$ cat config.mk
export PLATFORM = sky130hd
export DESIGN_NAME = f1_light_ctrl
export DESIGN_NICKNAME = d
export VERILOG_FILES = /design/src/rtl/f1_pkg.sv /design/src/rtl/f1_light_ctrl_tick_gen.sv /design/src/rtl/f1_light_ctrl.sv
export SDC_FILE = /design/constraint.sdc
export NUM_CORES = 1
export LEC_CHECK = 0
export BUFFER_PORTS_ARGS = -buffer_cell sky130_fd_sc_hd__buf_2
export CAP_MARGIN = 20
export CORE_UTILIZATION = 30
export DETAILED_ROUTE_END_ITERATION = 10
export PLACE_DENSITY = 0.55
export SLEW_MARGIN = 30
export SYNTH_ARGS = -nofsm -noshare
export SYNTH_HDL_FRONTEND = slang
export SYNTH_SLANG_ARGS = --single-unit
$ cat constraint.sdc
create_clock -name clk -period 4.6 [get_ports clk]
set_input_delay 0.46 -clock clk [delete_from_list [all_inputs] [get_ports clk]]
set_output_delay 0.46 -clock clk [all_outputs]
set_load 0.01 [all_outputs]
$ cat src/rtl/f1_pkg.sv
// rtl/f1_pkg.sv - shared types and LFSR constants for the start-light sequencer
package f1_pkg;

  typedef enum logic [1:0] {
    S_IDLE   = 2'd0,
    S_LIGHTS = 2'd1,
    S_HOLD   = 2'd2,
    S_DONE   = 2'd3
  } state_e;

  localparam logic [31:0] LFSR_SEED = 32'd1;

  // Maximal-length Fibonacci tap masks; bit i set means stage i+1 feeds the XOR
  function automatic logic [31:0] lfsr_taps(input int w);
    case (w)
      4:       lfsr_taps = 32'h0000_000C;
      5:       lfsr_taps = 32'h0000_0014;
      6:       lfsr_taps = 32'h0000_0030;
      7:       lfsr_taps = 32'h0000_0060;
      8:       lfsr_taps = 32'h0000_00B8;
      9:       lfsr_taps = 32'h0000_0110;
      10:      lfsr_taps = 32'h0000_0240;
      default: lfsr_taps = 32'h0000_0060;
    endcase
  endfunction

endpackage

$ cat src/rtl/f1_light_ctrl_tick_gen.sv
// rtl/f1_light_ctrl_tick_gen.sv - reloadable down-counter producing one tick per n+1 enabled cycles
module tick_gen #(
  parameter int WIDTH = 16
) (
  input  logic             clk,
  input  logic             rst_n,
  input  logic             en,
  input  logic             load,
  input  logic [WIDTH-1:0] n,
  output logic             tick
);

  logic [WIDTH-1:0] count_q;
  logic [WIDTH-1:0] count_d;

  assign tick = en & (count_q == '0);

  always_comb begin
    count_d = count_q;
    if (load) begin
      count_d = n;
    end else if (tick) begin
      count_d = n;
    end else if (en) begin
      count_d = count_q - WIDTH'(1);
    end
  end

  always_ff @(posedge clk or negedge rst_n) begin
    if (!rst_n) begin
      count_q <= '0;
    end else begin
      count_q <= count_d;
    end
  end

endmodule

$ cat src/rtl/f1_light_ctrl.sv
// rtl/f1_light_ctrl.sv - start-light sequencer: lamps on one per tick, random hold, then out with done
module f1_light_ctrl
  import f1_pkg::*;
#(
  parameter int WIDTH      = 16,
  parameter int LIGHTS     = 8,
  parameter int LFSR_WIDTH = 7
) (
  input  logic              clk,
  input  logic              rst_n,
  input  logic              trigger,
  input  logic              abort,
  input  logic [WIDTH-1:0]  n_cfg,
  output logic [LIGHTS-1:0] data_out,
  output logic              busy,
  output logic              done
);

  localparam logic [LFSR_WIDTH-1:0] TAPS = LFSR_WIDTH'(lfsr_taps(LFSR_WIDTH));
  localparam logic [LFSR_WIDTH-1:0] SEED = LFSR_WIDTH'(LFSR_SEED);

  state_e                  state_q, state_d;
  logic [LIGHTS-1:0]       data_q, data_d;
  logic                    busy_q, busy_d;
  logic                    done_q, done_d;
  logic [WIDTH-1:0]        n_reg_q, n_reg_d;
  logic [LFSR_WIDTH-1:0]   hold_q, hold_d;
  logic [LFSR_WIDTH-1:0]   lfsr_q, lfsr_d;
  logic                    trig_q;

  logic                    trig_edge;
  logic                    run;
  logic                    tick;
  logic                    load;
  logic [WIDTH-1:0]        n_sel;

  assign trig_edge = trigger & ~trig_q;
  assign run       = (state_q == S_LIGHTS) || (state_q == S_HOLD);

  tick_gen #(.WIDTH(WIDTH)) u_tick_gen (
    .clk   (clk),
    .rst_n (rst_n),
    .en    (run),
    .load  (load),
    .n     (n_sel),
    .tick  (tick)
  );

  always_comb begin
    lfsr_d  = {lfsr_q[LFSR_WIDTH-2:0], ^(lfsr_q & TAPS)};
    state_d = state_q;
    data_d  = data_q;
    done_d  = 1'b0;
    n_reg_d = n_reg_q;
    hold_d  = hold_q;
    load    = 1'b0;
    n_sel   = n_reg_q;

    // abort outranks every transition, including a simultaneous edge or final hold tick
    if (abort) begin
      state_d = S_IDLE;
      data_d  = '0;
      hold_d  = '0;
      load    = 1'b1;
      n_sel   = '0;
    end else begin
      unique case (state_q)
        S_IDLE: begin
          data_d = '0;
          if (trig_edge) begin
            n_reg_d = n_cfg;
            n_sel   = n_cfg;
            load    = 1'b1;
            state_d = S_LIGHTS;
          end
        end
        S_LIGHTS: begin
          if (tick) begin
            data_d = {data_q[LIGHTS-2:0], 1'b1};
            if (data_q[LIGHTS-2]) begin
              state_d = S_HOLD;
              hold_d  = lfsr_q;
              load    = 1'b1;
            end
          end
        end
        S_HOLD: begin
          data_d = '1;
          if (tick) begin
            if (hold_q == LFSR_WIDTH'(1)) begin
              data_d  = '0;
              done_d  = 1'b1;
              state_d = S_DONE;
            end else begin
              hold_d = hold_q - LFSR_WIDTH'(1);
            end
          end
        end
        S_DONE: begin
          state_d = S_IDLE;
        end
      endcase
    end

    busy_d = (state_d == S_LIGHTS) || (state_d == S_HOLD);
  end

  always_ff @(posedge clk or negedge rst_n) begin
    if (!rst_n) begin
      state_q <= S_IDLE;
      data_q  <= '0;
      busy_q  <= 1'b0;
      done_q  <= 1'b0;
      n_reg_q <= '0;
      hold_q  <= '0;
      lfsr_q  <= SEED;
      trig_q  <= 1'b0;
    end else begin
      state_q <= state_d;
      data_q  <= data_d;
      busy_q  <= busy_d;
      done_q  <= done_d;
      n_reg_q <= n_reg_d;
      hold_q  <= hold_d;
      lfsr_q  <= lfsr_d;
      trig_q  <= trigger;
    end
  end

  assign data_out = data_q;
  assign busy     = busy_q;
  assign done     = done_q;

endmodule

# Word level (Yosys, flattened, before mapping)
# Cells that the tools add are included.
[totals]
ff_bits = 59
input_bits = 20
word_cells = 67
output_inout_bits = 10
[op_classes]
eq_ne = 10
addsub = 2
n_reduce_logical = 10
muxes = 33
bitwise_logic = 3
[op_table]
columns = ["op", "count"]
rows = [
  ["2-to-1 mux 16 bit", 6],
  ["2-to-1 mux 7 bit", 5],
  ["2-to-1 mux 8 bit", 4],
  ["case mux 8 bit (3 select lines)", 1],
  ["logical NOT 16 bit", 1],
  ["subtractor 16 x 1 -> 16 bit (second input constant)", 1],
  ["case mux 7 bit (2 select lines)", 1],
  ["2-to-1 mux 2 bit", 6],
  ["!= test 3 bit (second input constant)", 4],
  ["2-to-1 mux 1 bit", 8],
  ["case mux 2 bit (4 select lines)", 1],
  ["equality test 7 x 1 -> 1 bit (second input constant)", 1],
  ["parity 7 bit", 1],
  ["subtractor 7 x 1 -> 7 bit (second input constant)", 1],
  ["equality test 2 bit (second input constant)", 3],
  ["nonzero test 3 bit", 2],
  ["AND reduction 5 bit", 1],
  ["equality test 2 x 1 -> 1 bit (second input constant)", 2],
  ["nonzero test 4 bit", 1],
  ["bitwise AND 1 bit", 2],
  ["logical NOT 2 bit", 1],
  ["logical OR 1 bit", 2],
  ["case mux 1 bit (2 select lines)", 1],
  ["AND reduction 2 bit", 1],
  ["NOT 1 bit", 1],
]

# Logic depth before layout (Yosys ltp)
# Gate-level depths: netlist of run 1.
[depth]
ltp_word = 8
ltp_mapped = 10
depth_no_buf = 7

# By module
# A second synthesis of run 1 with hierarchy kept.
[hier_totals]
hier_cells = 361
area_unflattened_um2 = 3343.2
[modules_own_cells]
columns = ["module", "area_per_inst_um2", "cells_per_inst", "n_inst", "seq_area_each_um2"]
rows = [
  ["f1_light_ctrl", 2203.4, 226, 1, 1077.3],
  ["tick_gen", 1139.8, 135, 1, 400.4],
]

# Least setup slack after synthesis of run 1
# OpenSTA, ideal clock, no wires.
[synth_timing]
path_type = "register to register"
start = "reg state_q[0]"
end = "reg busy_q, in the netlist busy"
t_arrival_ns = 2.317
path_slack_ns = 2.147
setup_ns = 0.136
required_ns = 4.464
stages_incl_launch_ff = 10
path_buffers = 2
synth_period_minus_slack_ns = 2.453
cell_sequence = "dfrtp_1 inv_1 ha_1 clkbuf_1 nand3b_1 or4_4 buf_6 o211a_1 or3_4 xor2_1"
[synth_between]
elab_chain_len = 8
elab_cells_between_ends = 16
classes_between = "eq/ne: 5; mux: 7; bitwise: 1; reduce/logical: 3"
[synth_lines]
columns = ["item", "line", "rtl"]
rows = [
  ["start, declared", "f1_light_ctrl.sv:22", "state_e state_q, state_d;"],
  ["start signal, assigned", "f1_light_ctrl.sv:119", "state_q <= state_d;"],
  ["equality test 2 x 1 -> 1 bit or equality test 2 bit (tied branches)", "f1_light_ctrl.sv:38, f1_light_ctrl.sv:67", ""],
  ["logical OR 1 bit", "f1_light_ctrl.sv:38", "assign run = (state_q == S_LIGHTS) || (state_q == S_HOLD);"],
  ["bitwise AND 1 bit", "f1_light_ctrl_tick_gen.sv:16", "assign tick = en & (count_q == '0);"],
  ["2-to-1 mux 2 bit (on tied branches)", "f1_light_ctrl.sv:89, f1_light_ctrl.sv:78", ""],
  ["case mux 2 bit (4 select lines) *", "f1_light_ctrl.sv:67", "unique case (state_q)"],
  ["2-to-1 mux 2 bit *", "f1_light_ctrl.sv:60", "if (abort) begin"],
  ["via state_d[0]", "f1_light_ctrl.sv:22", ""],
  ["equality test 2 x 1 -> 1 bit or equality test 2 bit (tied branches)", "f1_light_ctrl.sv:105", "busy_d = (state_d == S_LIGHTS) || (state_d == S_HOLD);"],
  ["logical OR 1 bit *", "f1_light_ctrl.sv:105", ""],
  ["via busy_d", "f1_light_ctrl.sv:24", "logic busy_q, busy_d;"],
  ["end signal, assigned", "f1_light_ctrl.sv:121", "busy_q <= busy_d;"],
  ["end, declared", "f1_light_ctrl.sv:24", ""],
]
# Mark *: on every way through the listed nets, which the timed path passes. The rest lies on a longest branch.
# A chain may end at the register's enable or synchronous reset.

# Worst setup path after layout of run 1
[layout_timing]
start = "reg state_q[1]"
end = "reg data_q[7], in the netlist data_out[7]"
[layout_between]
elab_chain_len = 6
elab_cells_between_ends = 11
classes_between = "eq/ne: 3; mux: 3; bitwise: 1; reduce/logical: 4"
[layout_lines]
columns = ["item", "line", "rtl"]
rows = [
  ["equality test 2 x 1 -> 1 bit or equality test 2 bit (tied branches)", "f1_light_ctrl.sv:38, f1_light_ctrl.sv:67", ""],
  ["logical OR 1 bit", "f1_light_ctrl.sv:38", ""],
  ["bitwise AND 1 bit", "f1_light_ctrl_tick_gen.sv:16", ""],
  ["2-to-1 mux 8 bit", "f1_light_ctrl.sv:89", "if (tick) begin"],
  ["case mux 8 bit (3 select lines)", "f1_light_ctrl.sv:67", ""],
  ["2-to-1 mux 8 bit", "f1_light_ctrl.sv:60", ""],
  ["end signal, assigned", "f1_light_ctrl.sv:120", "data_q <= data_d;"],
  ["end, declared", "f1_light_ctrl.sv:23", "logic [LIGHTS-1:0] data_q, data_d;"],
]
# Several ways; a longest one is shown, not always the timed one.

==> summary.md, run 1 <==
| Metric | Value |
|---|---|
| Area of the core | 10400 sq um |
| TNS Setup | 0 ns |
| Peak VDD IR | 0.237 mV |
| Mux cell area share after synthesis | 7.62% |
| Post-synth ARST share | 100% |
| F_max | 344 MHz |
| WL per Instance | 17.0 um |
| Static Leak | 1.61 nW |
| Final setup vio count | 0 |
| CP required | 4.86 ns |
| Area Growth Syn to Fin | 14.0% |
| Global route overflow | 0 |
| HPWL after detailed placement | 5.58 mm |
| Hold slack final | 0.245 ns |
| GRT Util Overall | 16.3% |
| Synth Net Count | 361 |
| CTS tree | built |
| CTS Root Cell | clkbuf_8 |
| Crit-path cells | inv_1 > ha_1 > nand3b_1 > or4_4 > nor2_1 > a32oi_4 > o21ai_0 |
| Total power | 0.00152 W |
| Hold Vio Cnt, Final | 0 |
| Count of cell types in the netlist | 61 |
| Post-CTS sizing | 0 |
| Power Density | 411 nW/um^2 |
| Unrepaired setup endpoints after global routing | false |
| Syn avg cell area | 9.73 sq um |
| Crit. End Element | flip-flop |
| Compound-cell area share of the yosys netlist | 19.2% |
| Max cap viols | 0 |
| Final period util | 63.2% |
| EDFF count, synth | 0 |
| Vias | 2733 |
| Synthesized area | 3250 sq um |
| Worst setup SP type | flip-flop |
| Vias in the first global route | 2794 |
| Flops & latches, synth | 59 |
| Synth Area in XOR/XNOR | 0.808% |
| Starting Density | 31.2% |
| Fraction of layout cells with a size suffix above 1 | 19.6% |
| Layout Nets | 384 |
| First-pass GRT wire length | 14.2 mm |
| Worst path max stage delay | 0.67 ns |
| # hold bufs at CTS | 0 |
| Commonest non-fill, non-tap cell in the layout | dfrtp_1 |
| Max FO, Critical Path | 10 |
| Final slew viol count | 0 |
| Main combinational cell family by area after synthesis | simple AND/OR/NAND/NOR gates |
| Number of buffers created by CTS | 9 |
| Initial DRC count | 168 |
| Die Wd | 106 um |
| Post-CTS Setup Repair Bufs | 0 |
| Total iterations of the first detailed-routing run | 4 |
| Clock Pin Slew Worst Setup and Hold Paths | 0.06 ns |
| CTS H-tree lvls | 3 |
| Mapped Cells | 334 |
| Worst-Margin Slew | 0.825 ns |
| Adder-cell share of the synthesized area | 2.69% |
| Minimum clock period | 2.91 ns |
| Hold Crit Class | in2reg |
| PortBufs | 29 |
| Crit path DAT | 3.17 ns |
| Antenna Cells | 0 |
| Yosys warnings | 0 |
| CP bufs+invs | 1 |
| Commonest non-fill, non-tap cells in the layout | dfrtp_1 (58), nand2_1 (29), buf_2 (29), nor2_1 (27), o21ai_0 (25) |
| Worst-case clock buffer depth | 2 |
| Slowest-stage cell, CP | nor2_1 |
| Crit path kind | reg2reg |
| Antenna viol nets, final | 0 |
| DRC Markers | 0 |
| Seq/Total Area, Yosys | 45.5% |
| Delay-heaviest family, CP | simple AND/OR/NAND/NOR gates |
| Status | complete, no violations |
| Post-Route WL | 8.47 mm |
| Largest net degree at the start of global routing | 60 |
| Vias per Instance | 5.49 |
| Row Count | 37 |
| Clock skew | 0.0103 ns |
| Die area | 11300 sq um |
| Die Span Y | 106 um |
| Initial antenna violation count | 0 |
| Latest clock arrival within the worst-skew pair | 0.36 ns |
| # IOs | 30 |
| GPL Wtd Cong | 0.836 |
| Rel. slew slack | 44.9% |
| Sink Count | 59 |
| Post-Synth Simple-Gate Area | 20.6% |
| Synth Flop Type | dfrtp_1 |
-- cell type report --
type                       count  area, sq um
inverter                      10         37.5
tap                          136          170
clock inverter                 2         10.0
multi-input combinational    246         1690
fill                        1100         6710
sequential                    59         1480
timing repair buffer          31          160
clock buffer                  14          163
-- per-stage QoR --
stage | instance area [sq um] | utilization, % | setup slack [ns] | instances
floorplan | 3250 | - | 2.15 | 334
global placement | 3510 | 33.7 | 1.74 | 482
detailed placement | 3530 | 33.9 | 1.74 | 482
CTS | 3700 | 35.6 | 1.71 | 498
global route | 3700 | 35.6 | 1.54 | 498
finish | 3700 | 35.6 | 1.69 | 498
-- registers in the layout (all words and copies together) (netlist names) --
| name | flops |
|---|---|
| n_reg_q | 16 |
| u_tick_gen.count_q | 16 |
| data_out | 8 |
| hold_q | 7 |
| lfsr_q | 7 |
| state_q | 2 |
| busy | 1 |
| done | 1 |
| trig_q | 1 |
-- synth_stat cells, types with 2 or more instances --
library cell	instances	area share, %
a211oi_1	4	0.92
or4_1	4	0.92
ha_1	7	2.7
and3_1	4	0.77
nor2b_1	7	1.3
nand2b_1	4	0.77
mux2i_1	9	2.8
a21oi_1	11	1.7
o21ai_0	25	3.8
buf_2	2	0.31
dfrtp_1	58	45
clkbuf_1	14	1.6
o311ai_0	3	0.81
nand3_1	4	0.62
nor2_1	27	3.1
a2bb2oi_1	2	0.54
and3b_1	2	0.54
nand4_1	3	0.58
a22o_1	2	0.54
buf_1	2	0.23
nand4b_1	2	0.54
xor2_1	2	0.54
or4_4	2	0.69
nand3b_1	3	0.69
a22oi_1	2	0.46
a31oi_1	8	1.5
nand2_1	29	3.3
mux2_2	14	4.8
inv_1	10	1.2
and2_1	2	0.38
a311oi_1	2	0.54
or3_1	2	0.38
a211o_1	8	2.2
nor3_1	16	2.5
nor4_1	10	1.9
o221ai_1	3	0.81
-- final timing paths --
| path | startpoint | to | slack [ns] | cells after the start |
|---|---|---|---|---|
| max | state_q[1]$_DFF_PN0_ | data_out[7]$_DFFE_PN0P_ | 1.69 | 7 |
| min | trigger | trig_q$_DFF_PN0_ | 0.24 | 1 |
| max reg2reg | state_q[1]$_DFF_PN0_ | data_out[7]$_DFFE_PN0P_ | 1.69 | 7 |
| min reg2reg | lfsr_q[1]$_DFF_PN0_ | lfsr_q[2]$_DFF_PN0_ | 0.38 | 0 |
| max in group asynchronous | rst_n | data_out[4]$_DFFE_PN0P_ | 3.80 | 2 |
| min in group asynchronous | rst_n | hold_q[1]$_DFFE_PN0P_ | 0.26 | 2 |
-- power breakdown --
group	switching, W	internal (W)
Combinational	0.000268	0.000153
Clock	0.000207	0.000224
Sequential	0.0000754	0.000597
-- layer usage --
| metal | vias to the layer above | global-route usage [%] | wire, um |
|---|---|---|---|
| met5 | - | 0 | 0 |
| met2 | 63 | 24.5 | 3920 |
| li1 | 1288 | - | - |
| met4 | 0 | 6.75 | 162 |
| met1 | 1365 | 21.8 | 4000 |
| met3 | 17 | 4.66 | 388 |
-- cell families (layout without fill, tap and decap cells) --
kind of cell / count (synthesis) / in the layout
DFF: 59 / 59
AOI/OAI and AO/OA: 87 / 87
muxes: 23 / 23
xor gates and xnor gates: 3 / 3
buffers and inverters: 29 / 57
adders and majority gates: 7 / 7
and+or+nand+nor: 126 / 126
No activity file was read; power rests on OpenSTA's default activity.
==> run 2: changes to the inputs <==
Settings changed: ABC_AREA set to 1, PLACE_DENSITY 0.55 to 0.56.
Clock period 4.6 ns to 2.37 ns, I/O delays scaled along.
==> summary.md, run 2 <==
| Metric | Value |
|---|---|
| Post-synth ARST share | 100% (unchanged) |
| Post-Route WL | 8.30 mm (-2.0%) |
| Sink Count | 59 (unchanged) |
| Crit. End Element | flip-flop |
| Yosys warnings | 0 (unchanged) |
| Max FO, Critical Path | 8 (-2) |
| Met3 Track Usage GR | 3.38% (-1.3 points) |
| GR Util met2 | 23.8% (-0.62 points) |
| Seq/Total Area, Yosys | 42.3% (-3.1 points) |
| Row Count | 39 (+5.4%) |
| CTS tree | built |
| TNS Setup | 0 ns (unchanged) |
| Final period util | 87.0% (+24 points) |
| GRT busiest layer | met2 |
| Post-CTS sizing | 0 (unchanged) |
| Max cap viols | 0 (unchanged) |
| Adder-cell share of the synthesized area | 2.51% (-0.18 points) |
| Global route overflow | 0 (unchanged) |
| Area leader, netlist | dfrtp_1 |
| Clock Pin Slew Worst Setup and Hold Paths | 0.06 ns (about the same) |
| Layout Nets | 529 (+38%) |
| Vias per Instance | 4.79 (-13%) |
| Rel. slew slack | 48.7% (+3.8 points) |
| Synthesized area | 3490 sq um (+7.4%) |
| Static Leak | 2.09 nW (+30%) |
| Die Wd | 110 um (+3.5%) |
| Power Density | 1250 nW/um^2 (+200%) |
| Initial DRC count | 156 (-7.1%) |
| Finished Cell Area | 4110 sq um (+11%) |
| Hold Crit Class | in2reg |
| Count of cell types in the netlist | 36 (-41%) |
| Clock skew | 0.0116 ns (+0.00124 ns) |
| Largest net degree at the start of global routing | 60 (unchanged) |
| Synth Net Count | 494 (+37%) |
| Status | complete, no violations |
| GRT Util Overall | 15.6% (-0.70 points) |
| Total power | 0.00512 W (+240%) |
| HPWL after detailed placement | 5.82 mm (+4.3%) |
| Post-synth top cells | nand2_1 (123), dfrtp_1 (58), inv_1 (55), nand3_1 (45), o21ai_0 (43) |
| Initial antenna violation count | 0 (unchanged) |
| Main combinational cell family by area after synthesis | simple AND/OR/NAND/NOR gates |
| Synth Area in XOR/XNOR | 3.01% (+2.2 points) |
| Flops & latches, synth | 59 (unchanged) |
| # IOs | 30 (unchanged) |
| FILL cells | 1208 (+9.8%) |
| First-pass GRT wire length | 14.5 mm (+1.7%) |
| Placed cell area | 3800 sq um (+7.6%) |
| Die Span Y | 110 um (+3.5%) |
| Mapped Cells | 467 (+40%) |
| Post-CTS Setup Repair Bufs | 0 (unchanged) |
| Post-Synth Simple-Gate Area | 31.3% (+11 points) |
| Latest clock arrival within the worst-skew pair | 0.33 ns (-0.03 ns) |
| Placed cell count | 634 (+32%) |
| Worst setup SP type | flip-flop |
| Area Growth Syn to Fin | 17.8% |
| Commonest non-fill, non-tap cell in the layout | nand2_1 |
| Fraction of layout cells with a size suffix above 1 | 14.0% (-5.6 points) |
| Post-synth top area share | 41.6% (-3.1 points) |
| Synth area leaders | dfrtp_1 (42%), nand2_1 (13%), nand3_1 (6.5%), o21ai_0 (6.2%), inv_1 (5.9%) |
| Commonest non-fill, non-tap cells in the layout | nand2_1 (123), dfrtp_1 (58), inv_1 (55), nand3_1 (45), o21ai_0 (43) |
| Compound-cell area share of the yosys netlist | 11.6% (-7.6 points) |
| Worst slack, placed | 0.333 ns (-1.41 ns) |
| Starting Density | 30.7% (-0.52 points) |
| Minimum clock period | 2.06 ns (-0.845 ns) |
| Crit path kind | reg2reg |
| Vias | 3113 (+14%) |
| Antenna viol nets, final | 0 (unchanged) |
| EDFF count, synth | 0 (unchanged) |
| WL per Instance | 12.8 um (-25%) |
| Syn avg cell area | 7.47 sq um (-23%) |
| F_max | 485 MHz (+41%) |
| Post-Layout Cell Count | 650 (+31%) |
| Worst-case clock buffer depth | 2 (unchanged) |
| Die area | 12100 sq um (+7.2%) |
| GPL Wtd Cong | 0.841 (+0.68%) |
| Antenna Cells | 0 (unchanged) |
| DRC Markers | 0 (unchanged) |
| Count leader, synth | nand2_1 |
| Final setup vio count | 0 (unchanged) |
| Worst-Margin Slew | 0.769 ns (-0.0561 ns) |
| Vias in the first global route | 3019 (+8.1%) |
| CTS Root Cell | clkbuf_16 |
| Number of buffers created by CTS | 9 (unchanged) |
| Hold Vio Cnt, Final | 0 (unchanged) |
| Total iterations of the first detailed-routing run | 4 (unchanged) |
| Peak VDD IR | 0.454 mV (+92%) |
| Mux cell area share after synthesis | 0% (-7.6 points) |
| # hold bufs at CTS | 0 (unchanged) |
| Met1 Resource Use GR | 21.1% (-0.70 points) |
| Final slew viol count | 0 (unchanged) |
| PortBufs | 29 (unchanged) |
| CP required | 2.59 ns (-2.27 ns) |
| Worst Slack Setup Final | 0.308 ns (-1.38 ns) |
| CTS H-tree lvls | 3 (unchanged) |
| Area of the core | 11400 sq um (+9.2%) |
| Unrepaired setup endpoints after global routing | false |
| Crit path DAT | 2.28 ns (-0.89 ns) |
| Synth Flop Type | dfrtp_1 |
run 2: changes by cell type after synthesis, moves of 8 or more:
cell	delta
nand3_1	+41
nand2_1	+94
mux2i_1	-9
a21oi_1	+12
nor3_1	-14
nand4_1	+16
mux2_2	-14
o21ai_0	+18
a31oi_1	-8
inv_1	+45
a211o_1	-8
nor4_1	-9
run 2: area by class of cell:
type                       instances  area [sq um]  share of cell area (%)
clock buffer                      11           233                    5.66
inverter                          59           224                    5.45
sequential                        59          1480                    36.0
tap                              143           179                    4.35
clock inverter                     5          77.6                    1.89
timing repair buffer              40           228                    5.54
multi-input combinational        333          1690                    41.2
run 2: power breakdown:
group	leakage, nW	switching, W	internal (W)
sequential	0.764	0.000247	0.00131
combinational	1.18	0.00140	0.000770
clock	0.150	0.000477	0.000917
run 2: path summary, 6_finish.rpt:
check | endpoint | startpoint | cells after the start | slack, ns
min in group asynchronous | n_reg_q[6]$_DFFE_PN0N_ | rst_n | 2 | 0.06
max in group asynchronous | hold_q[3]$_DFFE_PN0P_ | rst_n | 2 | 1.79
max | data_out[5]$_DFFE_PN0P_ | state_q[0]$_DFF_PN0_ | 11 | 0.31
max reg2reg | data_out[5]$_DFFE_PN0P_ | state_q[0]$_DFF_PN0_ | 11 | 0.31
min reg2reg | lfsr_q[3]$_DFF_PN0_ | lfsr_q[2]$_DFF_PN0_ | 0 | 0.37
min | trig_q$_DFF_PN0_ | trigger | 1 | 0.05
run 2: critical path: stages, from the launching register on:
cell and delay [ns]:
dfrtp_1 0.39, inv_1 0.09, ha_1 0.30, nand2_1 0.05
inv_1 0.05, nand2_1 0.05, nor2_2 0.19, nand2_2 0.15
o21ai_4 0.25, nand2_1 0.23, nand3_1 0.14, o21ai_1 0.07
run 2: per-stage QoR:
stage,hold WS (ns),util (%)
after floorplan,-0.0586,-
after global placement,0.362,33.4
after detailed placement,0.364,33.4
after CTS,0.0418,36.2
after global routing,0.0571,36.2
final,0.0482,36.2
run 2: cells by family (layout without fill, tap and decap cells):
| kind of cell | after synthesis | after routing |
|---|---|---|
| flip-flops | 59 | 59 |
| XOR/XNOR | 12 | 12 |
| adder cells (fa/ha/maj) | 7 | 7 |
| buffers and inverters | 75 | 115 |
| AO/OA/AOI/OAI | 77 | 77 |
| AND/OR/NAND/NOR | 237 | 237 |
run 2: layer usage:
metal | part of all wire, % | wire (um) | vias to the layer above
li1 | - | - | 1591
met1 | 50 | 4190 | 1462
met3 | 3.9 | 320 | 11
met5 | 0 | 0 | -
met4 | 1.5 | 126 | 0
met2 | 44 | 3660 | 49
